$ cat config.mk
export PLATFORM = sky130hd
export DESIGN_NAME = fetch_if_id_stage
export DESIGN_NICKNAME = d
export VERILOG_FILES = /design/src/rtl/mips_pkg.sv /design/src/rtl/if_id_reg.sv /design/src/rtl/fetch_if_id_stage.sv
export SDC_FILE = /design/constraint.sdc
export NUM_CORES = 1
export LEC_CHECK = 0
export ABC_AREA = 1
export BUFFER_PORTS_ARGS = -buffer_cell sky130_fd_sc_hd__buf_2
export CAP_MARGIN = 20
export CORE_AREA = 2 2 174 108
export CTS_CLUSTER_DIAMETER = 40
export DETAILED_ROUTE_END_ITERATION = 6
export DIE_AREA = 0 0 176 110
export HOLD_SLACK_MARGIN = 0.02
export PLACE_DENSITY_LB_ADDON = 0.05
export SLEW_MARGIN = 20
export SYNTH_ARGS = -nofsm -noshare
export SYNTH_HDL_FRONTEND = slang
export SYNTH_SLANG_ARGS = --single-unit
$ cat constraint.sdc
create_clock -name clk -period 17.25 [get_ports clk]
set_input_delay 3.45 -clock clk [delete_from_list [all_inputs] [get_ports clk]]
set_output_delay 3.45 -clock clk [all_outputs]
set_load 0.01 [all_outputs]
$ cat src/rtl/mips_pkg.sv
// mips_pkg: definitions shared across the MIPS core.
//  - opcode / funct encodings used by the decode-stage control unit
//  - NOP_INSTR: canonical bubble (sll $0,$0,0)
//  - fetch_state_e: fetch-stage FSM encoding
//  - RESET_PC_DEFAULT: default fetch start address
package mips_pkg;

  // Primary opcodes (instr[31:26])
  localparam logic [5:0] OP_RTYPE = 6'h00;
  localparam logic [5:0] OP_J     = 6'h02;
  localparam logic [5:0] OP_JAL   = 6'h03;
  localparam logic [5:0] OP_BEQ   = 6'h04;
  localparam logic [5:0] OP_BNE   = 6'h05;
  localparam logic [5:0] OP_ADDI  = 6'h08;
  localparam logic [5:0] OP_LW    = 6'h23;
  localparam logic [5:0] OP_SW    = 6'h2B;

  // R-type function codes (instr[5:0])
  localparam logic [5:0] FN_SLL = 6'h00;
  localparam logic [5:0] FN_JR  = 6'h08;
  localparam logic [5:0] FN_ADD = 6'h20;
  localparam logic [5:0] FN_SUB = 6'h22;
  localparam logic [5:0] FN_AND = 6'h24;
  localparam logic [5:0] FN_OR  = 6'h25;
  localparam logic [5:0] FN_SLT = 6'h2A;

  localparam logic [31:0] NOP_INSTR        = 32'h0000_0000;
  localparam logic [31:0] RESET_PC_DEFAULT = 32'h0000_0000;

  typedef enum logic [1:0] {
    FETCH = 2'd0,  // request outstanding at pc
    DRAIN = 2'd1,  // waiting out a request made stale by a redirect
    HOLD  = 2'd2   // fetched word parked in skid, decode stalled
  } fetch_state_e;

endpackage

$ cat src/rtl/if_id_reg.sv
// if_id_reg: IF/ID pipeline register (valid, instruction, pc+4).
// Priority: reset > flush > load > hold > bubble.
//  clk, reset        clock, synchronous active-high reset
//  flush             drop the current slot (redirect)
//  load              capture load_instr / load_pc_plus4 as a valid slot
//  hold              decode stalled; a valid slot keeps its contents
//  load_instr        instruction word to capture
//  load_pc_plus4     pc+4 of that instruction
//  valid             slot holds a real instruction
//  instr             slot instruction, NOP_INSTR whenever !valid
//  pc_plus4          pc+4 of the slot instruction
module if_id_reg
  import mips_pkg::*;
#(
  parameter int PC_WIDTH = 32
) (
  input  logic                clk,
  input  logic                reset,
  input  logic                flush,
  input  logic                load,
  input  logic                hold,
  input  logic [31:0]         load_instr,
  input  logic [PC_WIDTH-1:0] load_pc_plus4,
  output logic                valid,
  output logic [31:0]         instr,
  output logic [PC_WIDTH-1:0] pc_plus4
);

  // NOTE: registers use non-blocking assignments so every flop samples
  // pre-edge values regardless of statement order.
  always_ff @(posedge clk) begin
    if (reset) begin
      valid    <= 1'b0;
      instr    <= NOP_INSTR;
      pc_plus4 <= '0;
    end else if (flush) begin
      valid <= 1'b0;
      instr <= NOP_INSTR;
    end else if (load) begin
      valid    <= 1'b1;
      instr    <= load_instr;
      pc_plus4 <= load_pc_plus4;
    end else if (!(hold && valid)) begin
      // Decode consumed the slot and nothing replaces it: insert a bubble.
      valid <= 1'b0;
      instr <= NOP_INSTR;
    end
  end

endmodule

$ cat src/rtl/fetch_if_id_stage.sv
// fetch_if_id_stage: instruction fetch + IF/ID register of the MIPS core.
// Holds the PC, issues requests to a variable-latency instruction memory,
// handles branch redirect and downstream stall, and exposes decode fields.
//  clk, reset                  clock, synchronous active-high reset
//  imem_req, imem_addr         fetch request; held stable until imem_valid
//  imem_valid, imem_rdata      memory response strobe and instruction word
//  stall                       decode cannot accept; IF/ID holds
//  branch_taken, branch_target redirect request and target (low bits ignored)
//  instr_valid, instr          IF/ID slot (instr is NOP when invalid)
//  pc_plus4                    pc+4 of the IF/ID instruction
//  op, rs, rt, rd, funct, imm16  decode fields wired from instr
module fetch_if_id_stage
  import mips_pkg::*;
#(
  parameter int                  PC_WIDTH = 32,
  parameter logic [PC_WIDTH-1:0] RESET_PC = PC_WIDTH'(RESET_PC_DEFAULT)
) (
  input  logic                clk,
  input  logic                reset,
  output logic                imem_req,
  output logic [PC_WIDTH-1:0] imem_addr,
  input  logic                imem_valid,
  input  logic [31:0]         imem_rdata,
  input  logic                stall,
  input  logic                branch_taken,
  input  logic [PC_WIDTH-1:0] branch_target,
  output logic                instr_valid,
  output logic [31:0]         instr,
  output logic [PC_WIDTH-1:0] pc_plus4,
  output logic [5:0]          op,
  output logic [5:0]          funct,
  output logic [4:0]          rs,
  output logic [4:0]          rt,
  output logic [4:0]          rd,
  output logic [15:0]         imm16
);

  fetch_state_e        state, state_nxt;
  logic [PC_WIDTH-1:0] pc, pc_nxt;
  logic [PC_WIDTH-1:0] redir_pc, redir_pc_nxt;
  logic [PC_WIDTH-1:0] pc_inc;
  logic [PC_WIDTH-1:0] target_aligned;

  logic [31:0]         skid_instr;
  logic [PC_WIDTH-1:0] skid_pc_plus4;
  logic                skid_load;

  logic                id_load;
  logic [31:0]         id_load_instr;
  logic [PC_WIDTH-1:0] id_load_pc_plus4;

  assign pc_inc         = pc + PC_WIDTH'(4);  // wraps modulo 2^PC_WIDTH
  assign target_aligned = branch_target & ~PC_WIDTH'(3);
  assign imem_addr      = pc;

  // NOTE: every signal assigned here gets a default first, so no path
  // through the case can leave one unassigned and infer a latch.
  always_comb begin
    state_nxt        = state;
    pc_nxt           = pc;
    redir_pc_nxt     = redir_pc;
    skid_load        = 1'b0;
    id_load          = 1'b0;
    id_load_instr    = imem_rdata;
    id_load_pc_plus4 = pc_inc;
    imem_req         = 1'b0;

    unique case (state)
      FETCH: begin
        imem_req = 1'b1;
        if (branch_taken) begin
          if (imem_valid) begin
            pc_nxt = target_aligned;       // word arrived: drop it, refetch now
          end else begin
            redir_pc_nxt = target_aligned; // request in flight: wait it out
            state_nxt    = DRAIN;
          end
        end else if (imem_valid) begin
          pc_nxt = pc_inc;
          if (!instr_valid || !stall) begin
            id_load = 1'b1;
          end else begin
            skid_load = 1'b1;
            state_nxt = HOLD;
          end
        end
      end
      DRAIN: begin
        // The stale request stays asserted until the memory answers it.
        imem_req = 1'b1;
        if (branch_taken) redir_pc_nxt = target_aligned;
        if (imem_valid) begin
          pc_nxt    = branch_taken ? target_aligned : redir_pc;
          state_nxt = FETCH;
        end
      end
      HOLD: begin
        if (branch_taken) begin
          pc_nxt    = target_aligned;
          state_nxt = FETCH;
        end else if (!stall) begin
          id_load          = 1'b1;
          id_load_instr    = skid_instr;
          id_load_pc_plus4 = skid_pc_plus4;
          state_nxt        = FETCH;
        end
      end
      default: state_nxt = FETCH;
    endcase

    if (reset) imem_req = 1'b0;
  end

  always_ff @(posedge clk) begin
    if (reset) begin
      state    <= FETCH;
      pc       <= RESET_PC;
      redir_pc <= RESET_PC;
    end else begin
      state    <= state_nxt;
      pc       <= pc_nxt;
      redir_pc <= redir_pc_nxt;
    end
  end

  // NOTE: skid data has no reset; it is only read in HOLD, and reset
  // forces FETCH, so the buffer is logically empty after reset.
  always_ff @(posedge clk) begin
    if (skid_load) begin
      skid_instr    <= imem_rdata;
      skid_pc_plus4 <= pc_inc;
    end
  end

  if_id_reg #(
    .PC_WIDTH(PC_WIDTH)
  ) u_if_id (
    .clk          (clk),
    .reset        (reset),
    .flush        (branch_taken),
    .load         (id_load),
    .hold         (stall),
    .load_instr   (id_load_instr),
    .load_pc_plus4(id_load_pc_plus4),
    .valid        (instr_valid),
    .instr        (instr),
    .pc_plus4     (pc_plus4)
  );

  assign op    = instr[31:26];
  assign rs    = instr[25:21];
  assign rt    = instr[20:16];
  assign rd    = instr[15:11];
  assign imm16 = instr[15:0];
  assign funct = instr[5:0];

endmodule
; After elaboration in Yosys (flattened, before gate mapping)
; Cells that the tools add are included.
[word_totals]
regBits = 195
latchBits = 0
mem_bits_rw = 0
mem_bits_ro = 0
input_bits = 69
mem_count = 0
[op_classes]
add_sub_neg = 1
n_mul = 0
n_div = 0
n_lt_le_gt_ge = 0
n_eq_ne = 12
shifts = 0
n_mux = 38
bitwise_logic = 1
reduce_logical = 13
[op_table]
columns = op, n
row1 = 2-to-1 mux 32 bit, 14
row2 = one-hot mux 32 bit (3 select lines), 1
row3 = one-hot mux 32 bit (2 select lines), 1
row4 = adder 32 x 3 -> 32 bit (second input constant), 1
row5 = 2-to-1 mux 2 bit, 7
row6 = 2-to-1 mux 1 bit, 13
row7 = inequality test 2 bit (second input constant), 6
row8 = inequality test 3 bit (second input constant), 4
row9 = one-hot mux 2 bit (3 select lines), 1
row10 = AND reduction 5 bit, 1
row11 = AND reduction 4 bit, 1
row12 = OR reduction 2 bit, 2
row13 = AND reduction 3 bit, 1
row14 = nonzero test 3 bit, 1
row15 = == test 2 x 1 -> 1 bit (second input constant), 1
row16 = == test 2 bit (second input constant), 1
row17 = logical NOT 1 bit, 2
row18 = logical NOT 2 bit, 1
row19 = one-hot mux 1 bit (2 select lines), 1
row20 = AND reduction 2 bit, 1
row21 = nonzero test 2 bit, 1
row22 = logical AND 1 bit, 1
row23 = logical OR 1 bit, 1
row24 = NOT 1 bit, 1

; Longest topological paths before layout
; Gate-level depths: netlist of run 1.
[depth]
word_depth = 7
depth_mapped = 12
mapped_depth_nobuf = 12

; Modules after synthesis
; Synthesis of run 1 repeated with hierarchy kept, for this count alone.
[hier_totals]
hier_cells = 1245
area_unflattened_um2 = 10030.9
[by_module_without_submodules]
columns = module, instances, cells_each, area_each_um2, seq_area_each_um2
row1 = fetch_if_id_stage, 1, 952, 7618.6, 3243.1
row2 = if_id_reg, 1, 293, 2412.3, 1301.2

; Least setup slack after synthesis of run 1
; OpenSTA, ideal clock, no wires.
[synth_timing]
kind = in2reg
startpoint = input branch_taken
endpoint = register skid_instr[0], enable pin
arrival_ns = 7.974
required_time_ns = 16.685
slack_ns = 8.711
cell_stages = 3
path_buffers = 0
path_cell_list = nor2_1 inv_1 nor3_1
[synth_between]
elab_chain_len = 2
[synth_rtl]
columns = item, line_no
row1 = from (decl), fetch_if_id_stage.sv:25  ; input logic branch_taken,
row2 = 2-to-1 mux 1 bit, fetch_if_id_stage.sv:71  ; if (branch_taken) begin
row3 = 2-to-1 mux 1 bit, fetch_if_id_stage.sv:68  ; unique case (state)
row4 = via skid_load, fetch_if_id_stage.sv:46  ; logic skid_load;
row5 = to (signal assigned), fetch_if_id_stage.sv:130  ; skid_instr <= imem_rdata;
row6 = to (decl), fetch_if_id_stage.sv:44  ; logic [31:0] skid_instr;
; The timed path passes the listed nets, and every way through them passes these cells.
; A chain may end at the register's enable or synchronous reset.

; Final worst setup path of run 1
[layout_timing]
startpoint = input reset
endpoint = output imem_req
[layout_between]
elab_chain_len = 1
[layout_rtl]
columns = item, line_no
row1 = from (decl), fetch_if_id_stage.sv:19  ; input logic reset,
row2 = 2-to-1 mux 1 bit, fetch_if_id_stage.sv:111  ; if (reset) imem_req = 1'b0;
row3 = to (decl), fetch_if_id_stage.sv:20  ; output logic imem_req,
; Every way passes these cells.

==> impl_table.tex, run 1 <==
\begin{tabular}{lr}
\hline
Metric & Value \\
\hline
\multicolumn{2}{l}{\textbf{Outcome}} \\
\quad Outcome & finished with violations \\
\quad Violated checks & DRC \\
\multicolumn{2}{l}{\textbf{Power and ir drop}} \\
\quad Cell Int Power & 0.000779 W \\
\quad Maximum VDD drop & 0.0702 mV \\
\quad Relative contribution of combinational cells to total power & 17.9\% \\
\quad Leakage Power & 4.79 nW \\
\quad Register share of total power & 46.7\% \\
\quad Clk network pwr share & 35.4\% \\
\quad Pwr per Cell Area & 104 nW/µm² \\
\quad Switching Power & 0.000368 W \\
\quad Net switching share of the total power & 32.1\% \\
\multicolumn{2}{l}{\textbf{Timing}} \\
\quad Min cycle time layout & 7.60 ns \\
\quad Setup total negative slack & 0 ns \\
\quad Skew final & 0.0107 ns \\
\quad Headroom to the max-slew limit & 33.6\% \\
\quad Number of failing hold endpoints at the final stage & 0 \\
\quad Slew of the pin with the lowest slew margin & 0.991 ns \\
\quad RSZ-0062 raised after global routing & false \\
\quad Min setup slack post-route & 9.65 ns \\
\quad Final Setup Violations & 0 \\
\quad Maximum clock rate & 0.132 GHz \\
\quad Final period utilization & 44.1\% \\
\quad Worst hold-check slack & 0.473 ns \\
\quad Max Slew Vio Count & 0 \\
\multicolumn{2}{l}{\textbf{Job}} \\
\quad Max cap viols & 0 \\
\multicolumn{2}{l}{\textbf{Setup path}} \\
\quad Endpoint kind of the worst setup timing path & primary output \\
\quad Data required time at the worst endpoint & 13.80 ns \\
\quad Slack of the worst reg-to-reg path & 14.50 ns \\
\quad Top fanout value on the critical path & 22 \\
\quad Kind of critical path & input port to primary output \\
\quad Type of origin of the critical path & input port \\
\quad Data arrival at the endpoint of the critical path & 4.15 ns \\
\multicolumn{2}{l}{\textbf{CTS}} \\
\quad Number of clock sinks & 195 \\
\quad Number of buffers created by CTS & 17 \\
\quad Clock edge transition at the registers on the reported setup and hold paths & 0.08 ns \\
\quad Clock tree from TritonCTS & done \\
\quad Clk buf depth & 2 \\
\quad Clock insertion delay at the later pin of the skew report & 0.44 ns \\
\quad Post-CTS Setup Inserts & 0 \\
\quad H-tree lvl count & 4 \\
\quad Cell at the root of the clock tree & sky130\_fd\_sc\_hd\_\_clkbuf\_16 \\
\quad Hold-fix buffer count after cts & 0 \\
\quad Post-cts sizing count & 0 \\
\multicolumn{2}{l}{\textbf{Synth}} \\
\quad Post-synth top flop & sky130\_fd\_sc\_hd\_\_dfxtp\_1 \\
\quad Per-instance average area after synthesis & 7.40 µm² \\
\quad Distinct cell type count of the synthesized netlist & 31 \\
\quad Top-count cell post-synth & sky130\_fd\_sc\_hd\_\_nand2\_1 \\
\quad Number of instances in the synthesized netlist & 1,297 \\
\quad Fraction of registers with async set or reset after synthesis & 0\% \\
\quad Ranking of synthesized cells by area & sky130\_fd\_sc\_hd\_\_dfxtp\_1, sky130\_fd\_sc\_hd\_\_edfxtp\_1, sky130\_fd\_sc\_hd\_\_nand2\_1 \\
\quad Count of synthesis-stage warnings from yosys & 0 \\
\quad Net count of the mapped netlist & 1,371 \\
\quad Leading area contributor after synthesis & sky130\_fd\_sc\_hd\_\_dfxtp\_1 \\
\quad Synthesized flop and latch total & 195 \\
\quad Number of enable-type register cells in the synthesized netlist & 64 \\
\quad Summed instance area of the synthesized netlist & 9590 µm² \\
\quad Fraction of the yosys area taken by sequential cells & 47.4\% \\
\quad Leading post-synthesis cells by instance count & sky130\_fd\_sc\_hd\_\_nand2\_1, sky130\_fd\_sc\_hd\_\_a21oi\_1, sky130\_fd\_sc\_hd\_\_dfxtp\_1 \\
\quad Proportion of netlist area held by the largest area contributor & 27.3\% \\
\multicolumn{2}{l}{\textbf{Final layout}} \\
\quad P\&R area growth vs syn & 15.0\% \\
\quad Diode count & 0 \\
\quad Final Net Count & 1,489 \\
\quad Share of post-route cells with drive strength above 1 & 19.0\% \\
\quad Filler Cell Count & 1,659 \\
\multicolumn{2}{l}{\textbf{GRT}} \\
\quad Busiest layer in global routing & met2 \\
\quad Pin count of the biggest net entering global routing & 75 \\
\quad Initial antenna violation count & 0 \\
\quad Fraction of met2 tracks used by global routing & 42.0\% \\
\quad GR Overflow Total & 0 \\
\quad Met3 layer usage reported by global route & 5.73\% \\
\quad First-pass GRT wire length & 41,000 µm \\
\quad Met1 Usage GRT & 38.8\% \\
\quad Vias in the first global route & 7,855 \\
\quad GRT Total Usage & 27.1\% \\
\multicolumn{2}{l}{\textbf{Die}} \\
\quad Die Y & 110 µm \\
\quad Boundary pin count & 210 \\
\quad Initial Utilization & 54.1\% \\
\quad Std-Cell Rows & 38 \\
\quad Die outline area & 19,400 µm² \\
\quad Die outline width & 176 µm \\
\quad Core region area & 17,700 µm² \\
\multicolumn{2}{l}{\textbf{Worst hold path}} \\
\quad Worst hold-check path type & flop to flop \\
\multicolumn{2}{l}{\textbf{Detailed routing}} \\
\quad Total wire length & 26,300 µm \\
\quad Number of search-and-repair iterations in the first detailed-routing pass & 7 \\
\quad Routed wire per std cell & 15.8 µm \\
\quad DR DRC count & 1 \\
\quad Total via count in the routed design & 9,018 \\
\quad Number of nets with antenna violations after detailed routing & 0 \\
\quad Count of routing violations after the opening detailed-route iteration & 685 \\
\quad DR vias/cell & 5.41 \\
\multicolumn{2}{l}{\textbf{Place}} \\
\quad Detailed-placement wirelength estimate & 17,000 µm \\
\quad Place WS & 9.67 ns \\
\quad Final weighted congestion in routability-driven placement & 0.890 \\
\quad Number of buffer cells added on primary ports & 207 \\
\hline
\end{tabular}
[path summary, 6_finish.rpt]
check              startpoint                   end  depth (start not counted)
hold / removal    redir_pc[1]           redir_pc[1]                          2
setup / recovery        reset              imem_req                          3
hold reg to reg   redir_pc[1]           redir_pc[1]                          2
setup reg to reg     state[0]  u_if_id.pc_plus4[26]                          9
[area by class of cell]
class	count	area, µm²	share of cell area (%)
repair buffers	220	1150	10.5
well taps	240	300	2.72
inverters	38	143	1.29
flip-flops and latches	195	4540	41.2
multi-input cells	943	4280	38.8
clock buffers	18	439	3.98
clock inverters	14	173	1.57
[registers in the layout (all words and copies together), names as in the netlist]
| signal | count |
|---|---|
| imem_addr | 32 |
| state | 2 |
| redir_pc | 32 |
| u_if_id.valid | 1 |
| u_if_id.pc_plus4 | 32 |
| skid_pc_plus4 | 32 |
| skid_instr | 32 |
| u_if_id.instr | 32 |
[power by group through the flow]
stage / clock [W] / sequential, W / combinational, W
finish: 0.000406 / 0.000536 / 0.000205
global route: 0.000433 / 0.000540 / 0.000232
CTS: 0.000414 / 0.000535 / 0.000204
detailed placement: 0 / 0.000545 / 0.000203
global placement: 0 / 0.000545 / 0.000199
floorplan: 0 / 0.000547 / 0.000129
[metal layers]
metal | share of wire (%) | routed length [µm]
met4 | 1.3 | 332
met3 | 7.4 | 1950
met5 | 0 | 0
met1 | 47 | 12300
met2 | 45 | 11800
[placed cells by master (no fill, tap or decap)]
| master | n |
|---|---|
| sky130_fd_sc_hd__nor3_2 | 1 |
| sky130_fd_sc_hd__nand4_1 | 2 |
| sky130_fd_sc_hd__inv_8 | 2 |
| sky130_fd_sc_hd__a311oi_1 | 3 |
| sky130_fd_sc_hd__inv_2 | 4 |
| sky130_fd_sc_hd__xor2_2 | 2 |
| sky130_fd_sc_hd__xor2_1 | 9 |
| sky130_fd_sc_hd__xnor2_1 | 4 |
| sky130_fd_sc_hd__ha_1 | 5 |
| sky130_fd_sc_hd__o21ai_0 | 90 |
| sky130_fd_sc_hd__nor2_4 | 5 |
| sky130_fd_sc_hd__o211ai_1 | 1 |
| sky130_fd_sc_hd__a211oi_1 | 1 |
| sky130_fd_sc_hd__a21oi_1 | 256 |
| sky130_fd_sc_hd__clkbuf_8 | 1 |
| sky130_fd_sc_hd__buf_4 | 12 |
| sky130_fd_sc_hd__nor2_2 | 3 |
| sky130_fd_sc_hd__clkinv_1 | 5 |
| sky130_fd_sc_hd__edfxtp_1 | 64 |
| sky130_fd_sc_hd__nand2_2 | 3 |
| sky130_fd_sc_hd__a31oi_1 | 3 |
| sky130_fd_sc_hd__inv_6 | 6 |
| sky130_fd_sc_hd__inv_1 | 29 |
| sky130_fd_sc_hd__nor3_4 | 1 |
| sky130_fd_sc_hd__inv_12 | 1 |
| sky130_fd_sc_hd__clkbuf_16 | 17 |
| sky130_fd_sc_hd__clkinv_8 | 5 |
| sky130_fd_sc_hd__dfxtp_1 | 131 |
| sky130_fd_sc_hd__nand3_1 | 25 |
| sky130_fd_sc_hd__nand2_1 | 472 |
| sky130_fd_sc_hd__and2_1 | 4 |
| sky130_fd_sc_hd__nand3b_1 | 5 |
| sky130_fd_sc_hd__nor3_1 | 1 |
| sky130_fd_sc_hd__o221ai_1 | 1 |
| sky130_fd_sc_hd__buf_2 | 207 |
| sky130_fd_sc_hd__nor2_1 | 46 |
| sky130_fd_sc_hd__buf_16 | 1 |
[worst max-delay path, stage by stage]
cell and delay (ns):
sky130_fd_sc_hd__buf_2 0.44, sky130_fd_sc_hd__nor2_1 0.09, sky130_fd_sc_hd__buf_2 0.16
[per-stage QoR]
step	util (%)	total power (W)	instances	cell area (µm²)
finish	62.2	0.00115	1668	11000
global route	62.2	0.00121	1668	11000
floorplan	-	0.000676	1297	9590
CTS	62.1	0.00115	1667	11000
global placement	58.6	0.000744	1635	10400
detailed placement	58.6	0.000748	1635	10400
[cell families (layout without fill, tap and decap cells)]
kind of cell	Yosys count	count (layout)	synth area share, %
adders and majority gates	5	5	0.652
xor gates and xnor gates	15	15	1.53
and+or+nand+nor	568	568	23.5
buffers and inverters	159	290	8.15
DFF	195	195	47.4
AOI/OAI and AO/OA	355	355	18.8
No activity file was read; power rests on OpenSTA's default activity.
==> run 2, diff against run 1 <==
==> constraint.sdc (replaced) <==
create_clock -name clk -period 7.2 [get_ports clk]
set_input_delay 1.44 -clock clk [delete_from_list [all_inputs] [get_ports clk]]
set_output_delay 1.44 -clock clk [all_outputs]
set_load 0.01 [all_outputs]
==> run 2 against run 1 <==
Against the previous run: the run now ends clean; clock power up 140%; final area down 0.44%; flip-flop and latch count unchanged; hold slack better by 0.0011 ns; largest cell class unchanged; largest power group unchanged; highest routed layer unchanged.
==> impl_table.tex, run 2 (synthesis gave the netlist of run 1 again) <==
\begin{tabular}{lr}
\hline
Metric & Value \\
\hline
\multicolumn{2}{l}{\textbf{Outcome}} \\
\quad Outcome & finished clean (was finished with violations) \\
\multicolumn{2}{l}{\textbf{Timing}} \\
\quad Final Setup Violations & 0 (unchanged) \\
\quad Number of failing hold endpoints at the final stage & 0 (unchanged) \\
\quad Skew final & 0.0152 ns (was 0.0107 ns) \\
\quad Max Slew Vio Count & 0 (unchanged) \\
\quad Setup total negative slack & 0 ns (unchanged) \\
\quad Min cycle time layout & 3.58 ns \\
\quad Worst hold-check slack & 0.474 ns (was 0.473 ns) \\
\quad Min setup slack post-route & 3.62 ns (was 9.65 ns) \\
\quad Headroom to the max-slew limit & 32.6\% (was 33.6\%) \\
\quad Maximum clock rate & 0.279 GHz \\
\quad Slew of the pin with the lowest slew margin & 1.01 ns (was 0.991 ns) \\
\quad Final period utilization & 49.7\% \\
\quad RSZ-0062 raised after global routing & false (unchanged) \\
\multicolumn{2}{l}{\textbf{Final layout}} \\
\quad Filler Cell Count & 1,665 (was 1,659) \\
\quad Commonest non-fill, non-tap cell in the layout & sky130\_fd\_sc\_hd\_\_nand2\_1 (unchanged) \\
\quad Share of post-route cells with drive strength above 1 & 18.9\% (was 19.0\%) \\
\quad Final Net Count & 1,488 (was 1,489) \\
\quad Diode count & 0 (unchanged) \\
\quad Final cell area excluding filler cells & 11,000 µm² (about the same) \\
\quad Commonest cells after routing, fill and taps aside & sky130\_fd\_sc\_hd\_\_nand2\_1, sky130\_fd\_sc\_hd\_\_a21oi\_1, sky130\_fd\_sc\_hd\_\_buf\_2, sky130\_fd\_sc\_hd\_\_dfxtp\_1, sky130\_fd\_sc\_hd\_\_o21ai\_0 (unchanged) \\
\quad P\&R area growth vs syn & 14.5\% (was 15.0\%) \\
\quad Multi-input logic area & 4280 µm² (unchanged) \\
\quad Area of all sequential standard cells & 4540 µm² (unchanged) \\
\multicolumn{2}{l}{\textbf{Setup path}} \\
\quad Top fanout value on the critical path & 22 (unchanged) \\
\quad Depth of the most critical reg-to-reg path & 9 (unchanged) \\
\quad Type of origin of the critical path & input port (unchanged) \\
\quad Endpoint kind of the worst setup timing path & primary output (unchanged) \\
\quad Data arrival at the endpoint of the critical path & 2.14 ns (was 4.15 ns) \\
\quad Data required time at the worst endpoint & 5.76 ns (was 13.80 ns) \\
\quad Kind of critical path & input port to primary output (unchanged) \\
\multicolumn{2}{l}{\textbf{Die}} \\
\quad Boundary pin count & 210 (unchanged) \\
\quad Core region area & 17,700 µm² (unchanged) \\
\quad Die outline area & 19,400 µm² (unchanged) \\
\quad Die Y & 110 µm (unchanged) \\
\quad Die outline width & 176 µm (unchanged) \\
\quad Initial Utilization & 54.1\% (unchanged) \\
\quad Std-Cell Rows & 38 (unchanged) \\
\multicolumn{2}{l}{\textbf{GRT}} \\
\quad Vias in the first global route & 7,951 (was 7,855) \\
\quad Initial antenna violation count & 0 (unchanged) \\
\quad First-pass GRT wire length & 41,600 µm (was 41,000 µm) \\
\quad GR Overflow Total & 0 (unchanged) \\
\quad Pin count of the biggest net entering global routing & 73 (was 75) \\
\quad GRT Total Usage & 27.5\% (was 27.1\%) \\
\multicolumn{2}{l}{\textbf{Place}} \\
\quad Number of buffer cells added on primary ports & 207 (unchanged) \\
\quad Final weighted congestion in routability-driven placement & 0.887 (was 0.890) \\
\quad Dpl cell area & 10,400 µm² (unchanged) \\
\quad Place WS & 3.36 ns (was 9.67 ns) \\
\quad Detailed-placement wirelength estimate & 17,200 µm (was 17,000 µm) \\
\multicolumn{2}{l}{\textbf{CTS}} \\
\quad H-tree lvl count & 4 (unchanged) \\
\quad Clock tree from TritonCTS & done (unchanged) \\
\quad Clock insertion delay at the later pin of the skew report & 0.44 ns (about the same) \\
\quad Cell at the root of the clock tree & sky130\_fd\_sc\_hd\_\_clkbuf\_16 (unchanged) \\
\quad Hold-fix buffer count after cts & 0 (unchanged) \\
\quad Clock edge transition at the registers on the reported setup and hold paths & 0.08 ns (about the same) \\
\quad Number of clock sinks & 195 (unchanged) \\
\quad Clk buf depth & 2 (unchanged) \\
\quad Number of buffers created by CTS & 17 (unchanged) \\
\quad Post-cts sizing count & 0 (unchanged) \\
\quad Post-CTS Setup Inserts & 0 (unchanged) \\
\multicolumn{2}{l}{\textbf{Worst hold path}} \\
\quad Cell depth of the worst hold path & 2 (unchanged) \\
\quad Worst hold-check path type & flop to flop (unchanged) \\
\multicolumn{2}{l}{\textbf{Detailed routing}} \\
\quad Total via count in the routed design & 9,002 (was 9,018) \\
\quad Number of search-and-repair iterations in the first detailed-routing pass & 6 (was 7) \\
\quad Total wire length & 26,800 µm (was 26,300 µm) \\
\quad DR DRC count & 0 (was 1) \\
\quad Routed wire per std cell & 16.1 µm (was 15.8 µm) \\
\quad Number of nets with antenna violations after detailed routing & 0 (unchanged) \\
\quad DR vias/cell & 5.40 (was 5.41) \\
\quad Count of routing violations after the opening detailed-route iteration & 867 (was 685) \\
\multicolumn{2}{l}{\textbf{Power and ir drop}} \\
\quad Pwr per Cell Area & 249 nW/µm² (was 104 nW/µm²) \\
\quad Maximum VDD drop & 0.186 mV (was 0.0702 mV) \\
\quad Leakage Power & 4.77 nW (was 4.79 nW) \\
\multicolumn{2}{l}{\textbf{Job}} \\
\quad Max cap viols & 0 (unchanged) \\
\hline
\end{tabular}
-- run 2: cell count changes in the layout (fill, tap and decap cells not counted) --
cell                         before  now
sky130_fd_sc_hd__inv_8            2    4
sky130_fd_sc_hd__inv_12           1    0
sky130_fd_sc_hd__clkinv_8         5    2
sky130_fd_sc_hd__bufinv_16        0    1
sky130_fd_sc_hd__buf_16           1    0
sky130_fd_sc_hd__inv_1           29   30
sky130_fd_sc_hd__clkinv_1         5    4
sky130_fd_sc_hd__clkbuf_8         1    0
sky130_fd_sc_hd__clkinv_4         0    2
sky130_fd_sc_hd__clkinvlp_4       0    3
sky130_fd_sc_hd__inv_6            6    2
-- run 2: cell type report --
type                            instances  share of cell area, %
Clock inverter                         14                   1.50
Tap cell                              240                   2.73
Timing Repair Buffer                  219                   10.3
Inverter                               38                   1.30
Clock buffer                           17                   3.87
Sequential cell                       195                   41.4
Multi-Input combinational cell        943                   39.0
-- run 2: metrics by stage --
stage / instances / power (W) / utilization, %
floorplan: 1297 / 0.00162 / -
global placement: 1635 / 0.00178 / 58.6
detailed placement: 1635 / 0.00179 / 58.6
CTS: 1666 / 0.00275 / 61.9
global route: 1666 / 0.00287 / 61.9
finish: 1666 / 0.00274 / 61.9
-- run 2: path summary, 6_finish.rpt --
path / startpoint / endpoint / slack, ns
max: reset / imem_req / 3.62
min: u_if_id.instr[28] / u_if_id.instr[28] / 0.47
max reg2reg: state[1] / imem_addr[24] / 4.24
min reg2reg: u_if_id.instr[28] / u_if_id.instr[28] / 0.47
-- run 2: worst max-delay path: stages --
cell and delay (ns):
sky130_fd_sc_hd__buf_2 0.44, sky130_fd_sc_hd__nor2_1 0.10, sky130_fd_sc_hd__buf_2 0.16
-- run 2: power by group --
group          switching, W  internal, W  leakage, nW
Sequential        0.0000700      0.00121         1.65
Combinational      0.000324     0.000167         2.84
Clock              0.000468     0.000494        0.279
-- run 2: metal layers --
metal | part of all wire (%) | vias up | GRT usage, %
li1 | - | 4487 | -
met2 | 46 | 299 | 43.4
met3 | 7.2 | 18 | 4.80
met4 | 0.96 | 0 | 7.26
met1 | 46 | 4198 | 39.4
met5 | 0 | - | 0
==> run 3, diff against run 2 <==
==> constraint.sdc (replaced) <==
create_clock -name clk -period 3.6 [get_ports clk]
set_input_delay 0.72 -clock clk [delete_from_list [all_inputs] [get_ports clk]]
set_output_delay 0.72 -clock clk [all_outputs]
set_load 0.01 [all_outputs]
==> run 3 against run 2 <==
Against the previous run: clock skew barely moved; core utilization rose by 0.17 points; flip-flop and latch count did not move; clock power rose by 85%; first-iteration DRC count fell by 11%; combinational power rose by 100%; cell count rose by 0.36%; die area did not move; register-to-register slack got worse by 3.1 ns.
==> impl_table.tex, run 3 (synthesis gave the netlist of run 1 again) <==
\begin{tabular}{lr}
\hline
Metric & Value \\
\hline
\multicolumn{2}{l}{\textbf{Setup path}} \\
\quad Slack of the worst reg-to-reg path & 1.13 ns (was 4.24 ns) \\
\quad Top fanout value on the critical path & 12 (was 22) \\
\quad Depth of the most critical reg-to-reg path & 9 (unchanged) \\
\quad Data required time at the worst endpoint & 2.88 ns (was 5.76 ns) \\
\quad Endpoint kind of the worst setup timing path & primary output (unchanged) \\
\quad Most frequent cell on the critical path & sky130\_fd\_sc\_hd\_\_nor2\_1 (was sky130\_fd\_sc\_hd\_\_buf\_2) \\
\quad R2R Path End & imem\_addr[17] (was imem\_addr[24]) \\
\quad Reg-to-Reg Start & state[1] (unchanged) \\
\quad Type of origin of the critical path & flop (was input port) \\
\quad Cell Chain, Critical Path & ha\_1, nor2\_1, nor2\_1, buf\_2 (was buf\_2, nor2\_1, buf\_2) \\
\quad Data arrival at the endpoint of the critical path & 1.95 ns (was 2.14 ns) \\
\quad Slowest cell on the critical path & sky130\_fd\_sc\_hd\_\_ha\_1 (was sky130\_fd\_sc\_hd\_\_buf\_2) \\
\quad Kind of critical path & flop to primary output (was input port to primary output) \\
\quad CP peak stage delay & 0.60 ns (was 0.44 ns) \\
\multicolumn{2}{l}{\textbf{Detailed routing}} \\
\quad Total via count in the routed design & 8,936 (was 9,002) \\
\quad DR vias/cell & 5.34 (was 5.40) \\
\quad Routed wire per std cell & 15.9 µm (was 16.1 µm) \\
\quad Count of routing violations after the opening detailed-route iteration & 772 (was 867) \\
\quad DR DRC count & 0 (unchanged) \\
\quad Number of search-and-repair iterations in the first detailed-routing pass & 5 (was 6) \\
\quad Total wire length & 26,500 µm (was 26,800 µm) \\
\quad Number of nets with antenna violations after detailed routing & 0 (unchanged) \\
\multicolumn{2}{l}{\textbf{CTS}} \\
\quad Number of buffers created by CTS & 17 (unchanged) \\
\quad Number of clock sinks & 195 (unchanged) \\
\quad H-tree lvl count & 4 (unchanged) \\
\quad Cell at the root of the clock tree & sky130\_fd\_sc\_hd\_\_clkbuf\_16 (unchanged) \\
\quad Post-CTS Setup Inserts & 0 (unchanged) \\
\quad Post-cts sizing count & 0 (unchanged) \\
\quad Clock tree from TritonCTS & done (unchanged) \\
\quad Hold-fix buffer count after cts & 0 (unchanged) \\
\quad Clk buf depth & 2 (unchanged) \\
\quad Clock edge transition at the registers on the reported setup and hold paths & 0.07 ns (was 0.08 ns) \\
\quad Clock insertion delay at the later pin of the skew report & 0.43 ns (was 0.44 ns) \\
\multicolumn{2}{l}{\textbf{Job}} \\
\quad Max cap viols & 0 (unchanged) \\
\multicolumn{2}{l}{\textbf{Power and ir drop}} \\
\quad Relative contribution of combinational cells to total power & 18.4\% (was 17.9\%) \\
\quad Clk network pwr share & 33.4\% (was 35.1\%) \\
\quad Switching Power & 0.00164 W (was 0.000862 W) \\
\quad Overall power consumption & 0.00534 W (was 0.00274 W) \\
\quad Net switching share of the total power & 30.7\% (was 31.5\%) \\
\quad Pwr per Cell Area & 485 nW/µm² (was 249 nW/µm²) \\
\quad Maximum VDD drop & 0.328 mV (was 0.186 mV) \\
\quad Cell Int Power & 0.00370 W (was 0.00188 W) \\
\quad Register share of total power & 48.2\% (was 46.9\%) \\
\quad Leakage Power & 4.80 nW (was 4.77 nW) \\
\multicolumn{2}{l}{\textbf{Worst hold path}} \\
\quad Worst hold-check path type & flop to flop (unchanged) \\
\quad End of the worst hold path & redir\_pc[0] (was u\_if\_id.instr[28]) \\
\quad Hold\_sp & redir\_pc[0] (was u\_if\_id.instr[28]) \\
\quad Cell depth of the worst hold path & 2 (unchanged) \\
\multicolumn{2}{l}{\textbf{Die}} \\
\quad Die outline width & 176 µm (unchanged) \\
\quad Core region area & 17,700 µm² (unchanged) \\
\quad Initial Utilization & 54.1\% (unchanged) \\
\quad Std-Cell Rows & 38 (unchanged) \\
\quad Die Y & 110 µm (unchanged) \\
\quad Die outline area & 19,400 µm² (unchanged) \\
\quad Boundary pin count & 210 (unchanged) \\
\multicolumn{2}{l}{\textbf{GRT}} \\
\quad GR Overflow Total & 0 (unchanged) \\
\quad First-pass GRT wire length & 41,800 µm (was 41,600 µm) \\
\quad Initial antenna violation count & 0 (unchanged) \\
\quad GRT Total Usage & 27.7\% (was 27.5\%) \\
\quad Pin count of the biggest net entering global routing & 65 (was 73) \\
\quad Vias in the first global route & 7,867 (was 7,951) \\
\multicolumn{2}{l}{\textbf{Final layout}} \\
\quad Commonest non-fill, non-tap cell in the layout & sky130\_fd\_sc\_hd\_\_nand2\_1 (unchanged) \\
\quad Final Net Count & 1,493 (was 1,488) \\
\quad Share of post-route cells with drive strength above 1 & 19.0\% (was 18.9\%) \\
\quad Diode count & 0 (unchanged) \\
\quad P\&R area growth vs syn & 14.8\% (was 14.5\%) \\
\quad Commonest cells after routing, fill and taps aside & sky130\_fd\_sc\_hd\_\_nand2\_1, sky130\_fd\_sc\_hd\_\_a21oi\_1, sky130\_fd\_sc\_hd\_\_buf\_2, sky130\_fd\_sc\_hd\_\_dfxtp\_1, sky130\_fd\_sc\_hd\_\_o21ai\_0 (unchanged) \\
\quad Fin cells & 1,672 (was 1,666) \\
\multicolumn{2}{l}{\textbf{Timing}} \\
\quad Skew final & 0.0148 ns (was 0.0152 ns) \\
\quad Slew of the pin with the lowest slew margin & 0.674 ns (was 1.01 ns) \\
\quad Worst hold-check slack & 0.472 ns (was 0.474 ns) \\
\quad Final period utilization & 74.3\% \\
\quad Final Setup Violations & 0 (unchanged) \\
\quad Max Slew Vio Count & 0 (unchanged) \\
\quad Setup total negative slack & 0 ns (unchanged) \\
\quad Min cycle time layout & 2.67 ns \\
\quad Number of failing hold endpoints at the final stage & 0 (unchanged) \\
\quad Maximum clock rate & 0.374 GHz \\
\quad RSZ-0062 raised after global routing & false (unchanged) \\
\quad Headroom to the max-slew limit & 55.1\% (was 32.6\%) \\
\multicolumn{2}{l}{\textbf{Place}} \\
\quad Number of buffer cells added on primary ports & 207 (unchanged) \\
\quad Final weighted congestion in routability-driven placement & 0.870 (was 0.887) \\
\quad Detailed-placement wirelength estimate & 17,400 µm (was 17,200 µm) \\
\quad Placed cell count & 1,640 (was 1,635) \\
\multicolumn{2}{l}{\textbf{Outcome}} \\
\quad Outcome & finished clean (unchanged) \\
\hline
\end{tabular}
-- run 3: per-stage QoR --
step	setup WS (ns)	instance area [µm²]	utilization (%)
5_1_grt	0.773	11000	62.1
3_3_place_gp	1.16	10500	59.1
2_1_floorplan	0.730	9600	-
3_5_place_dp	1.13	10500	59.1
4_1_cts	0.978	11000	62.1
6_report	0.926	11000	62.1
-- run 3: power groups by stage --
stage                     registers [W]  logic (W)  clock network [W]
after global placement          0.00262   0.000961                  0
after CTS                       0.00257   0.000984            0.00181
after detailed placement        0.00261   0.000978                  0
final                           0.00257   0.000984            0.00178
after floorplan                 0.00262   0.000618                  0
after global routing            0.00259    0.00112            0.00192
-- run 3: how the worst max path moves through the flow --
stage / slack (ns) / startpoint / cells past startpoint / end
after floorplan: 0.73 / branch_taken / 3 / skid_instr[0]
after global placement: 1.16 / branch_taken / 7 / redir_pc[26]
after detailed placement: 1.13 / branch_taken / 7 / redir_pc[14]
after CTS: 0.98 / state[0] / 4 / imem_req
after global routing: 0.77 / state[0] / 4 / imem_req
final: 0.93 / state[0] / 4 / imem_req
-- run 3: area by class of cell --
class | count | area (µm²)
well taps | 240 | 300
multi-input cells | 943 | 4290
inverters | 38 | 143
clock buffers | 22 | 464
flip-flops and latches | 195 | 4540
repair buffers | 224 | 1200
clock inverters | 10 | 75.1
fillers | 1695 | 6720
-- run 3: worst max-delay path: cells and delay by family (launching register included) --
family / cells / cell delay, ns
fa+ha+maj: 1 / 0.60
buf+inv: 1 / 0.15
flops: 1 / 0.47
simple gates: 2 / 0.30
-- run 3: routing by layer --
layer  up-vias  routed length, µm  track usage, %
li1       4495                  -               -
met1      4134              12600            40.2
met2       291              11800            43.2
met3        16               1900            5.28
met4         0                181            6.49
met5         -                  0               0
